<file path="src/rtl/muldiv_unit_pkg.sv">
// Shared types for the iterative multiply/divide unit: operation codes and FSM states.
package muldiv_unit_pkg;

   typedef enum logic [1:0] {
      MD_MULT  = 2'b00,
      MD_MULTU = 2'b01,
      MD_DIV   = 2'b10,
      MD_DIVU  = 2'b11
   } muldiv_op_t;

   typedef enum logic [1:0] {
      ST_IDLE,
      ST_CALC,
      ST_FIX,
      ST_DONE
   } muldiv_state_t;

endpackage

</file>
<file path="src/rtl/muldiv_unit_if.sv">
// Request/result bundle between the EX stage and the multiply/divide unit.
interface muldiv_unit_if #(parameter int WIDTH = 32);
   import muldiv_unit_pkg::*;

   logic             start;
   muldiv_op_t       op;
   logic [WIDTH-1:0] port_a;
   logic [WIDTH-1:0] port_b;
   logic             busy;
   logic             done;
   logic [WIDTH-1:0] hi;
   logic [WIDTH-1:0] lo;
   logic             zero;
   logic             neg;
   logic             dz;

   modport muldiv (
      input  start, op, port_a, port_b,
      output busy, done, hi, lo, zero, neg, dz
   );

   modport tb (
      output start, op, port_a, port_b,
      input  busy, done, hi, lo, zero, neg, dz
   );

endinterface

</file>
<file path="src/rtl/muldiv_unit.sv">
// Iterative MULT/MULTU/DIV/DIVU unit: shift-add multiply and restoring divide on
// magnitudes, with a final sign-correction cycle that writes the HI/LO result pair.
module muldiv_unit
   import muldiv_unit_pkg::*;
#(
   parameter int WIDTH     = 32,
   parameter bit SIGNED_EN = 1'b1
) (
   input  logic          CLK,
   input  logic          nRST,
   muldiv_unit_if.muldiv mif
);

   localparam int CNT_W = $clog2(WIDTH) + 1;
   localparam int W2    = 2 * WIDTH;

   function automatic logic [W2-1:0] negate(input logic [W2-1:0] v);
      return ~v + W2'(1);
   endfunction

   muldiv_state_t    state_q, state_d;
   muldiv_op_t       op_q, op_d;
   logic             sign_a_q, sign_a_d;
   logic             sign_b_q, sign_b_d;
   logic             dz_pend_q, dz_pend_d;
   logic [CNT_W-1:0] cnt_q, cnt_d;
   logic [W2-1:0]    acc_q, acc_d;
   logic [WIDTH-1:0] b_q, b_d;
   logic [WIDTH-1:0] hi_q, hi_d;
   logic [WIDTH-1:0] lo_q, lo_d;
   logic             zero_q, zero_d;
   logic             neg_q, neg_d;
   logic             dz_q, dz_d;

   logic             in_signed;
   logic             in_div;
   logic [WIDTH-1:0] a_mag;
   logic [WIDTH-1:0] b_mag;
   logic             op_signed;
   logic [WIDTH:0]   mul_sum;
   logic [WIDTH:0]   rem_sh;
   logic [WIDTH:0]   div_diff;
   logic [W2-1:0]    mul_next;
   logic [W2-1:0]    div_next;
   logic [W2-1:0]    prod;
   logic [WIDTH-1:0] fix_hi;
   logic [WIDTH-1:0] fix_lo;

   always_ff @(posedge CLK or negedge nRST) begin
      if (!nRST) begin
         state_q   <= ST_IDLE;
         op_q      <= MD_MULT;
         sign_a_q  <= 1'b0;
         sign_b_q  <= 1'b0;
         dz_pend_q <= 1'b0;
         cnt_q     <= '0;
         acc_q     <= '0;
         b_q       <= '0;
         hi_q      <= '0;
         lo_q      <= '0;
         zero_q    <= 1'b0;
         neg_q     <= 1'b0;
         dz_q      <= 1'b0;
      end else begin
         state_q   <= state_d;
         op_q      <= op_d;
         sign_a_q  <= sign_a_d;
         sign_b_q  <= sign_b_d;
         dz_pend_q <= dz_pend_d;
         cnt_q     <= cnt_d;
         acc_q     <= acc_d;
         b_q       <= b_d;
         hi_q      <= hi_d;
         lo_q      <= lo_d;
         zero_q    <= zero_d;
         neg_q     <= neg_d;
         dz_q      <= dz_d;
      end
   end

   always_comb begin
      in_signed = SIGNED_EN && !mif.op[0];
      in_div    = mif.op[1];
      a_mag     = (in_signed && mif.port_a[WIDTH-1]) ?
                  WIDTH'(negate({{WIDTH{1'b0}}, mif.port_a})) : mif.port_a;
      b_mag     = (in_signed && mif.port_b[WIDTH-1]) ?
                  WIDTH'(negate({{WIDTH{1'b0}}, mif.port_b})) : mif.port_b;
      op_signed = SIGNED_EN && !op_q[0];

      // Multiply step: conditionally add multiplier to the upper half, then shift right.
      mul_sum  = acc_q[0] ? ({1'b0, acc_q[W2-1:WIDTH]} + {1'b0, b_q})
                          : {1'b0, acc_q[W2-1:WIDTH]};
      mul_next = {mul_sum, acc_q[WIDTH-1:1]};

      // Divide step: the remainder is one bit wider during the trial subtract.
      rem_sh   = {acc_q[W2-1:WIDTH], acc_q[WIDTH-1]};
      div_diff = rem_sh - {1'b0, b_q};
      div_next = div_diff[WIDTH] ? {rem_sh[WIDTH-1:0], acc_q[WIDTH-2:0], 1'b0}
                                 : {div_diff[WIDTH-1:0], acc_q[WIDTH-2:0], 1'b1};

      prod   = (op_signed && (sign_a_q ^ sign_b_q)) ? negate(acc_q) : acc_q;
      fix_hi = prod[W2-1:WIDTH];
      fix_lo = prod[WIDTH-1:0];
      if (dz_pend_q) begin
         fix_hi = acc_q[WIDTH-1:0];
         fix_lo = '1;
      end else if (op_q[1]) begin
         fix_lo = (op_signed && (sign_a_q ^ sign_b_q)) ?
                  WIDTH'(negate({{WIDTH{1'b0}}, acc_q[WIDTH-1:0]})) : acc_q[WIDTH-1:0];
         fix_hi = (op_signed && sign_a_q) ?
                  WIDTH'(negate({{WIDTH{1'b0}}, acc_q[W2-1:WIDTH]})) : acc_q[W2-1:WIDTH];
      end
   end

   always_comb begin
      state_d   = state_q;
      op_d      = op_q;
      sign_a_d  = sign_a_q;
      sign_b_d  = sign_b_q;
      dz_pend_d = dz_pend_q;
      cnt_d     = cnt_q;
      acc_d     = acc_q;
      b_d       = b_q;
      hi_d      = hi_q;
      lo_d      = lo_q;
      zero_d    = zero_q;
      neg_d     = neg_q;
      dz_d      = dz_q;

      case (state_q)
         ST_IDLE, ST_DONE: begin
            state_d = ST_IDLE;
            if (mif.start) begin
               op_d     = mif.op;
               sign_a_d = in_signed && mif.port_a[WIDTH-1];
               sign_b_d = in_signed && mif.port_b[WIDTH-1];
               b_d      = b_mag;
               if (in_div && (mif.port_b == '0)) begin
                  dz_pend_d = 1'b1;
                  acc_d     = {{WIDTH{1'b0}}, mif.port_a};
                  cnt_d     = '0;
                  state_d   = ST_FIX;
               end else begin
                  dz_pend_d = 1'b0;
                  acc_d     = {{WIDTH{1'b0}}, a_mag};
                  cnt_d     = CNT_W'(WIDTH);
                  state_d   = ST_CALC;
               end
            end
         end
         ST_CALC: begin
            acc_d = op_q[1] ? div_next : mul_next;
            cnt_d = cnt_q - CNT_W'(1);
            if (cnt_q == CNT_W'(1)) begin
               state_d = ST_FIX;
            end
         end
         ST_FIX: begin
            hi_d    = fix_hi;
            lo_d    = fix_lo;
            zero_d  = (fix_hi == '0) && (fix_lo == '0);
            neg_d   = op_q[1] ? fix_lo[WIDTH-1] : fix_hi[WIDTH-1];
            dz_d    = dz_pend_q;
            state_d = ST_DONE;
         end
         default: state_d = ST_IDLE;
      endcase
   end

   assign mif.busy = (state_q == ST_CALC) || (state_q == ST_FIX);
   assign mif.done = (state_q == ST_DONE);
   assign mif.hi   = hi_q;
   assign mif.lo   = lo_q;
   assign mif.zero = zero_q;
   assign mif.neg  = neg_q;
   assign mif.dz   = dz_q;

endmodule

</file>
<file path="src/flat_wrapper.sv">
// flat-port wrapper written by rule: the top's interface ports become plain ports
module muldiv_unit_flat import muldiv_unit_pkg::*;
#(
   parameter int WIDTH     = 32,
   parameter bit SIGNED_EN = 1'b1
)
  (CLK, nRST, mif_start, mif_op, mif_port_a, mif_port_b, mif_busy, mif_done, mif_hi, mif_lo, mif_zero, mif_neg, mif_dz);
  muldiv_unit_if #(.WIDTH(WIDTH)) mif_i ();
  input  logic CLK;
  input  logic nRST;
  input wire logic [$bits(mif_i.start)-1:0] mif_start;
  input wire logic [$bits(mif_i.op)-1:0] mif_op;
  input wire logic [$bits(mif_i.port_a)-1:0] mif_port_a;
  input wire logic [$bits(mif_i.port_b)-1:0] mif_port_b;
  output wire logic [$bits(mif_i.busy)-1:0] mif_busy;
  output wire logic [$bits(mif_i.done)-1:0] mif_done;
  output wire logic [$bits(mif_i.hi)-1:0] mif_hi;
  output wire logic [$bits(mif_i.lo)-1:0] mif_lo;
  output wire logic [$bits(mif_i.zero)-1:0] mif_zero;
  output wire logic [$bits(mif_i.neg)-1:0] mif_neg;
  output wire logic [$bits(mif_i.dz)-1:0] mif_dz;
  assign mif_i.start = mif_start;
  assign mif_i.op = mif_op;
  assign mif_i.port_a = mif_port_a;
  assign mif_i.port_b = mif_port_b;
  assign mif_busy = mif_i.busy;
  assign mif_done = mif_i.done;
  assign mif_hi = mif_i.hi;
  assign mif_lo = mif_i.lo;
  assign mif_zero = mif_i.zero;
  assign mif_neg = mif_i.neg;
  assign mif_dz = mif_i.dz;
  muldiv_unit #(.WIDTH(WIDTH), .SIGNED_EN(SIGNED_EN)) u_core (.CLK(CLK), .nRST(nRST), .mif(mif_i));
endmodule
</file>
<file path="config.mk">
export PLATFORM = sky130hd
export DESIGN_NAME = muldiv_unit_flat
export DESIGN_NICKNAME = d
export VERILOG_FILES = /design/src/rtl/muldiv_unit_pkg.sv /design/src/rtl/muldiv_unit_if.sv /design/src/rtl/muldiv_unit.sv /design/src/flat_wrapper.sv
export SDC_FILE = /design/constraint.sdc
export NUM_CORES = 1
export LEC_CHECK = 0
export BUFFER_PORTS_ARGS = -buffer_cell sky130_fd_sc_hd__buf_2
export CAP_MARGIN = 30
export CORE_MARGIN = 3
export CORE_UTILIZATION = 38
export DETAILED_ROUTE_END_ITERATION = 8
export GPL_ROUTABILITY_DRIVEN = 0
export PLACE_DENSITY = 0.65
export SYNTH_ARGS = -nofsm -noshare
export SYNTH_HDL_FRONTEND = slang
export SYNTH_SLANG_ARGS = --single-unit
</file>
<file path="constraint.sdc">
create_clock -name CLK -period 6 [get_ports CLK]
set_clock_uncertainty 0.1 [all_clocks]
set_input_delay 0.6 -clock CLK [delete_from_list [all_inputs] [get_ports CLK]]
set_output_delay 0.6 -clock CLK [all_outputs]
set_load 0.03 [all_outputs]
</file>
[Word-level counts from Yosys, hierarchy flattened]
Cells that the tools add are included.
Storage, ports and cells
  output and inout bits: 69
  register bits: 176
  input bits: 69
  word-level logic and storage cells: 74
Operators by class
  equal/unequal tests: 6
  reduce and logical (&&, ||, !) cells: 17
  $add $sub $neg: 8
  bitwise operators: 6
  mux-type cells: 24
Operators by type and width (number)
  $mux W32: 9
  $mux W64: 4
  $add A32 B1 Y32 const B: 4
  $not A32 Y32: 4
  $pmux W64 S2: 1
  $logic_not A32 Y1: 3
  $add A64 B1 Y64 const B: 1
  $not A64 Y64: 1
  $add A32 B32 Y33: 1
  $mux W33: 1
  $sub A33 B32 Y33: 1
  $mux W6: 2
  $pmux W6 S2: 1
  $eq A6 B1 Y1 const B: 1
  $logic_and A1 B1 Y1: 6
  $mux W2: 3
  $pmux W2 S3: 1
  $sub A6 B1 Y6 const B: 1
  $eq A2 B2 Y1 const B: 2
  $reduce_and A2 Y1: 2
  $eq A2 B1 Y1 const B: 1
  $logic_not A1 Y1: 2
  $logic_not A2 Y1: 1
  $mux W1: 2
  6 further kinds: 6

[Depth between registers and ports, before layout]
  word-level depth: 7
  depth in mapped cells: 16
  gate-level depth less buffers: 14

[Least setup slack after synthesis]
No wires, ideal clock.
  kind: register to register
  from: register u_core.acc_q[0]
  to: register u_core.zero_q, in the netlist u_core.mif.zero
  clock period less this slack: 3.765 ns
  arrival: 3.597 ns
  slack: 2.235 ns
  stages on the path, launching flop included: 17
  required time: 5.832 ns
  path buffers: 4
  library setup time: 0.068 ns
  path through: dfrtp_1 buf_2 inv_1 clkbuf_1 clkbuf_1 ha_1 nor3b_2 nand2_1 nor3_1 nor3_1 buf_2 or3_1 a31oi_1 nor4b_1 nand4_1 nor4_1 a32o_1
On the way
  word-level cells in the longest chain between the ends: 7
  elaborated cells on any way between the ends: 13
  those cells by class: add/sub: 2; mux: 6; bitwise: 2; reduce/logical: 3
RTL lines
  start: declaration: line muldiv_unit.sv:27  | logic [W2-1:0] acc_q, acc_d;
  start signal: assignment: line muldiv_unit.sv:57  | acc_q <= '0;
  start signal: assignment: line muldiv_unit.sv:71  | acc_q <= acc_d;
  $not A64 Y64 or $not A32 Y32 (tied branches): line muldiv_unit.sv:18  | return ~v + W2'(1);
  $add A64 B1 Y64 or $add A32 B1 Y32 (tied branches): line muldiv_unit.sv:18
  $mux W64 or $mux W32 (tied branches): line muldiv_unit.sv:101, muldiv_unit.sv:108
  $mux W32: line muldiv_unit.sv:107  | end else if (op_q[1]) begin
  $mux W32: line muldiv_unit.sv:104  | if (dz_pend_q) begin
  $logic_not A32 Y1: line muldiv_unit.sv:161  | zero_d = (fix_hi == '0) && (fix_lo == '0);
  $logic_and A1 B1 Y1 (*): line muldiv_unit.sv:161
  end signal: assignment: line muldiv_unit.sv:75  | zero_q <= zero_d;
  end: declaration: line muldiv_unit.sv:31  | logic zero_q, zero_d;
Mark *: on every way between the ends. The rest lies on a longest branch, timed or not.
A chain may end at the register's enable or synchronous reset.

[Worst setup path in the final report]
  from: register u_core.acc_q[31]
  to: register u_core.acc_q[48]
On the way
  word-level cells in the longest chain between the ends: 4
RTL lines
  $sub A33 B32 Y33: line muldiv_unit.sv:97  | div_diff = rem_sh - {1'b0, b_q};
  $mux W64: line muldiv_unit.sv:98  | div_next = div_diff[WIDTH] ? {rem_sh[WIDTH-1:0], acc_q[WIDTH-2:0], 1'b0}
  $mux W64: line muldiv_unit.sv:152  | acc_d = op_q[1] ? div_next : mul_next;
  $pmux W64 S2: line muldiv_unit.sv:130  | case (state_q)
Every way passes these cells.

==> flow_metrics.env <==
export IMPL_critPathMaxFanout=18
export IMPL_cts_resized=0
export IMPL_fin_cells=2483
export IMPL_cts_tree="built"
export IMPL_final_max_slew_viol_count=0
export IMPL_coreArea_um2=39300
export IMPL_setup_tns_ns=0
export IMPL_clkTransAtPathRegs_ns=0.07
export IMPL_hold_violations=0
export IMPL_drtIter0Drc=1690
export IMPL_drive_gt1_share_pct=13.9
export IMPL_die_width_um=207
export IMPL_post_synth_top_area_fraction_pct=28.7
export IMPL_critPathLaunchType="flip-flop"
export IMPL_critPathLaunch="u_core.acc_q[31]$_DFFE_PN0P_"
export IMPL_grtUsageTotal_pct=22.9
export IMPL_ys_top_cells_by_area="dfrtp_1 29%, xnor2_1 6.3%, a21oi_1 6.2%"
export IMPL_vias_per_cell=6.03
export IMPL_synth_top_cells_by_count="189 x a21oi_1, 176 x dfrtp_1, 166 x nor2_1"
export IMPL_comb_power_share_pct=65.8
export IMPL_syn_num_nets=2058
export IMPL_antenna_left=0
export IMPL_required_ns=6.28
export IMPL_drv_cap=0
export IMPL_cts_setup_buffers=0
export IMPL_vias=15000
export IMPL_p_seq_share_pct=23.7
export IMPL_syn_inst=1914
export IMPL_p_total_mw=10.7
export IMPL_drt_wl_total_um=49800
export IMPL_netlist_area_um2=15300
export IMPL_synth_distinct_cells=87
export IMPL_synth_seq_cells=176
export IMPL_hold_path_class="in2async"
export IMPL_drc=0
export IMPL_timing_rr_start="u_core.acc_q[31]$_DFFE_PN0P_"
export IMPL_p_clk_share_pct=10.5
export IMPL_initial_core_util_pct=39.1
export IMPL_rsz0062_at_grt="no"
export IMPL_crit_type="reg2reg"
export IMPL_grt_pass1_wl_um=78000
export IMPL_dp_cells=2451
export IMPL_cp_end_kind="flip-flop"
export IMPL_tightest_slew_ns=0.995
export IMPL_dp_hpwl_um=37600
export IMPL_synth_seq_area_share_pct=28.7
export IMPL_clock_latency_ns=0.45
export IMPL_swShare_pct=53.9
export IMPL_power_density_nw_per_um2=634
export IMPL_wl_per_cell_um=20.1
export IMPL_ys_warn_count=0
export IMPL_r2r_setup_slack_ns=1.76
export IMPL_root_buffer="clkbuf_16"
export IMPL_max_vdd_ir_drop_v=0.000327
export IMPL_die_area_um2=42800
export IMPL_gr_total_overflow=0
export IMPL_row_count=72
export IMPL_antenna_found_initial=0
export IMPL_status="finished clean"
export IMPL_grt_max_degree=94
export IMPL_finalCoreUtilization_pct=43.0
export IMPL_p_sw_mw=5.77
export IMPL_clock_sinks=176
export IMPL_async_flop_share_pct=100
export IMPL_die_height_um=207
export IMPL_grt_pass1_vias=14200
export IMPL_cts_buffer_depth=2
export IMPL_yosysTopAreaCell="dfrtp_1"
export IMPL_p_leak_nw=7.30
export IMPL_max_freq_mhz=236
export IMPL_htreeDepth=4
export IMPL_maxSlewHeadroom_pct=33.7
export IMPL_fin_crit_sh_pct=70.7
export IMPL_synth_most_common_cell="a21oi_1"
export IMPL_period_needed_ns=4.24
export IMPL_portBuffers=137
export IMPL_cts_hold_buf=0
export IMPL_intPower_mw=4.94
export IMPL_synth_top_flop_cell="dfrtp_1"
export IMPL_synth_edf_count=0
export IMPL_syn_avg_cell_area_um2=8.02
export IMPL_area_delta_synth_final_pct=10.1
export IMPL_cts_made_buffers=17
export IMPL_io_pins=138
export IMPL_firstDrtPassIters=8
export IMPL_nets=2096
export IMPL_hold_slack_ns=0.114
export IMPL_setup_viol=0
export IMPL_cp_arrival_ns=4.52
## cell type report
type	count	area [um2]
multi-input cells	1521	10100
well taps	518	648
fillers	4004	22400
flip-flops and latches	176	4410
diodes	1	2.50
clock buffers	19	443
repair buffers	160	877
clock inverters	12	124
inverters	76	285
## path summary, 6_finish.rpt
path / cells after the start / endpoint
setup / recovery: 15 / u_core.acc_q[48]$_DFFE_PN0P_
hold / removal: 1 / u_core.b_q[26]$_DFFE_PN0P_
setup reg to reg: 15 / u_core.acc_q[48]$_DFFE_PN0P_
hold reg to reg: 1 / u_core.mif.hi[7]$_DFFE_PN0P_
max in group asynchronous: 2 / u_core.mif.hi[24]$_DFFE_PN0P_
min in group CLK: 2 / u_core.op_q[1]$_DFFE_PN0P_
## metal layers
metal	GRT usage [%]	vias up	routed length, um
met3	4.61	109	4080
met4	7.95	0	1530
met1	31.4	7171	21600
met2	36.1	646	22600
li1	-	7041	-
met5	0	-	0
## power groups by stage
stage	clock, mW	combinational (mW)	sequential [mW]
final	1.13	7.04	2.53
after global routing	1.19	7.73	2.58
after CTS	1.14	6.94	2.50
after detailed placement	0	6.91	2.52
after global placement	0	6.81	2.50
after floorplan	0	5.17	2.35
## kinds of logic after synthesis
logic type      Yosys count  synth area share [%]
compound gates          602                  24.5
simple gates            587                  19.1
buf+inv                 217                  5.67
flops                   176                  28.7
xor+xnor                166                  9.52
mux                      91                  6.29
fa+ha+maj                75                  6.21
## placed cells by master, fill, tap and decap left out, types with 8 or more instances in the layout
| cell type | instances |
|---|---|
| a21oi_1 | 189 |
| dfrtp_1 | 175 |
| nor2_1 | 166 |
| o21ai_0 | 157 |
| nand2_1 | 157 |
| buf_2 | 136 |
| xnor2_1 | 110 |
| inv_1 | 73 |
| ha_1 | 72 |
| xor2_1 | 54 |
| nor3_1 | 51 |
| mux2i_1 | 51 |
| nand3_1 | 46 |
| mux2_2 | 39 |
| a31oi_1 | 33 |
| a21o_1 | 28 |
| o31ai_1 | 25 |
| nor4_1 | 23 |
| nand4_1 | 22 |
| buf_4 | 22 |
| a211oi_1 | 20 |
| nor2b_1 | 17 |
| clkbuf_16 | 17 |
| or3_1 | 16 |
| a22o_1 | 15 |
| o21a_1 | 14 |
| and3_1 | 13 |
| o211ai_1 | 13 |
| nand2b_1 | 11 |
| o41ai_1 | 11 |
| and2_1 | 10 |
| a32o_1 | 10 |
| or4_1 | 10 |
| or2_2 | 10 |
| a211o_1 | 8 |
| a2111oi_0 | 8 |
| o221ai_1 | 8 |
## worst max-delay path, cell delays in order (launching register included)
cell	delay [ns]
dfrtp_1	0.44
inv_1	0.14
ha_1	0.17
inv_1	0.05
fa_1	0.42
a211oi_1	0.28
o21bai_1	0.15
o22a_1	0.29
a31oi_1	0.40
a211o_1	0.25
a31o_2	0.22
xor2_2	0.49
buf_4	0.35
nand2_1	0.09
a31oi_1	0.19
a22o_1	0.15
## sequential cells by signal (all words and copies together) (netlist names)
register and cells:
u_core.acc_q 64, u_core.b_q 32, u_core.cnt_q 6, u_core.dz_pend_q 1
u_core.mif.dz 1, u_core.mif.hi 32, u_core.mif.lo 32, u_core.mif.neg 1
u_core.mif.zero 1, u_core.op_q 2, u_core.sign_a_q 1, u_core.sign_b_q 1
u_core.state_q 2
## per-stage QoR
step,setup WS [ns],area [um2]
floorplan,2.24,15300
global placement,1.89,16300
detailed placement,1.82,16300
CTS,1.81,16900
global route,1.42,16900
finish,1.76,16900
(Power assumes the default switching activity.)
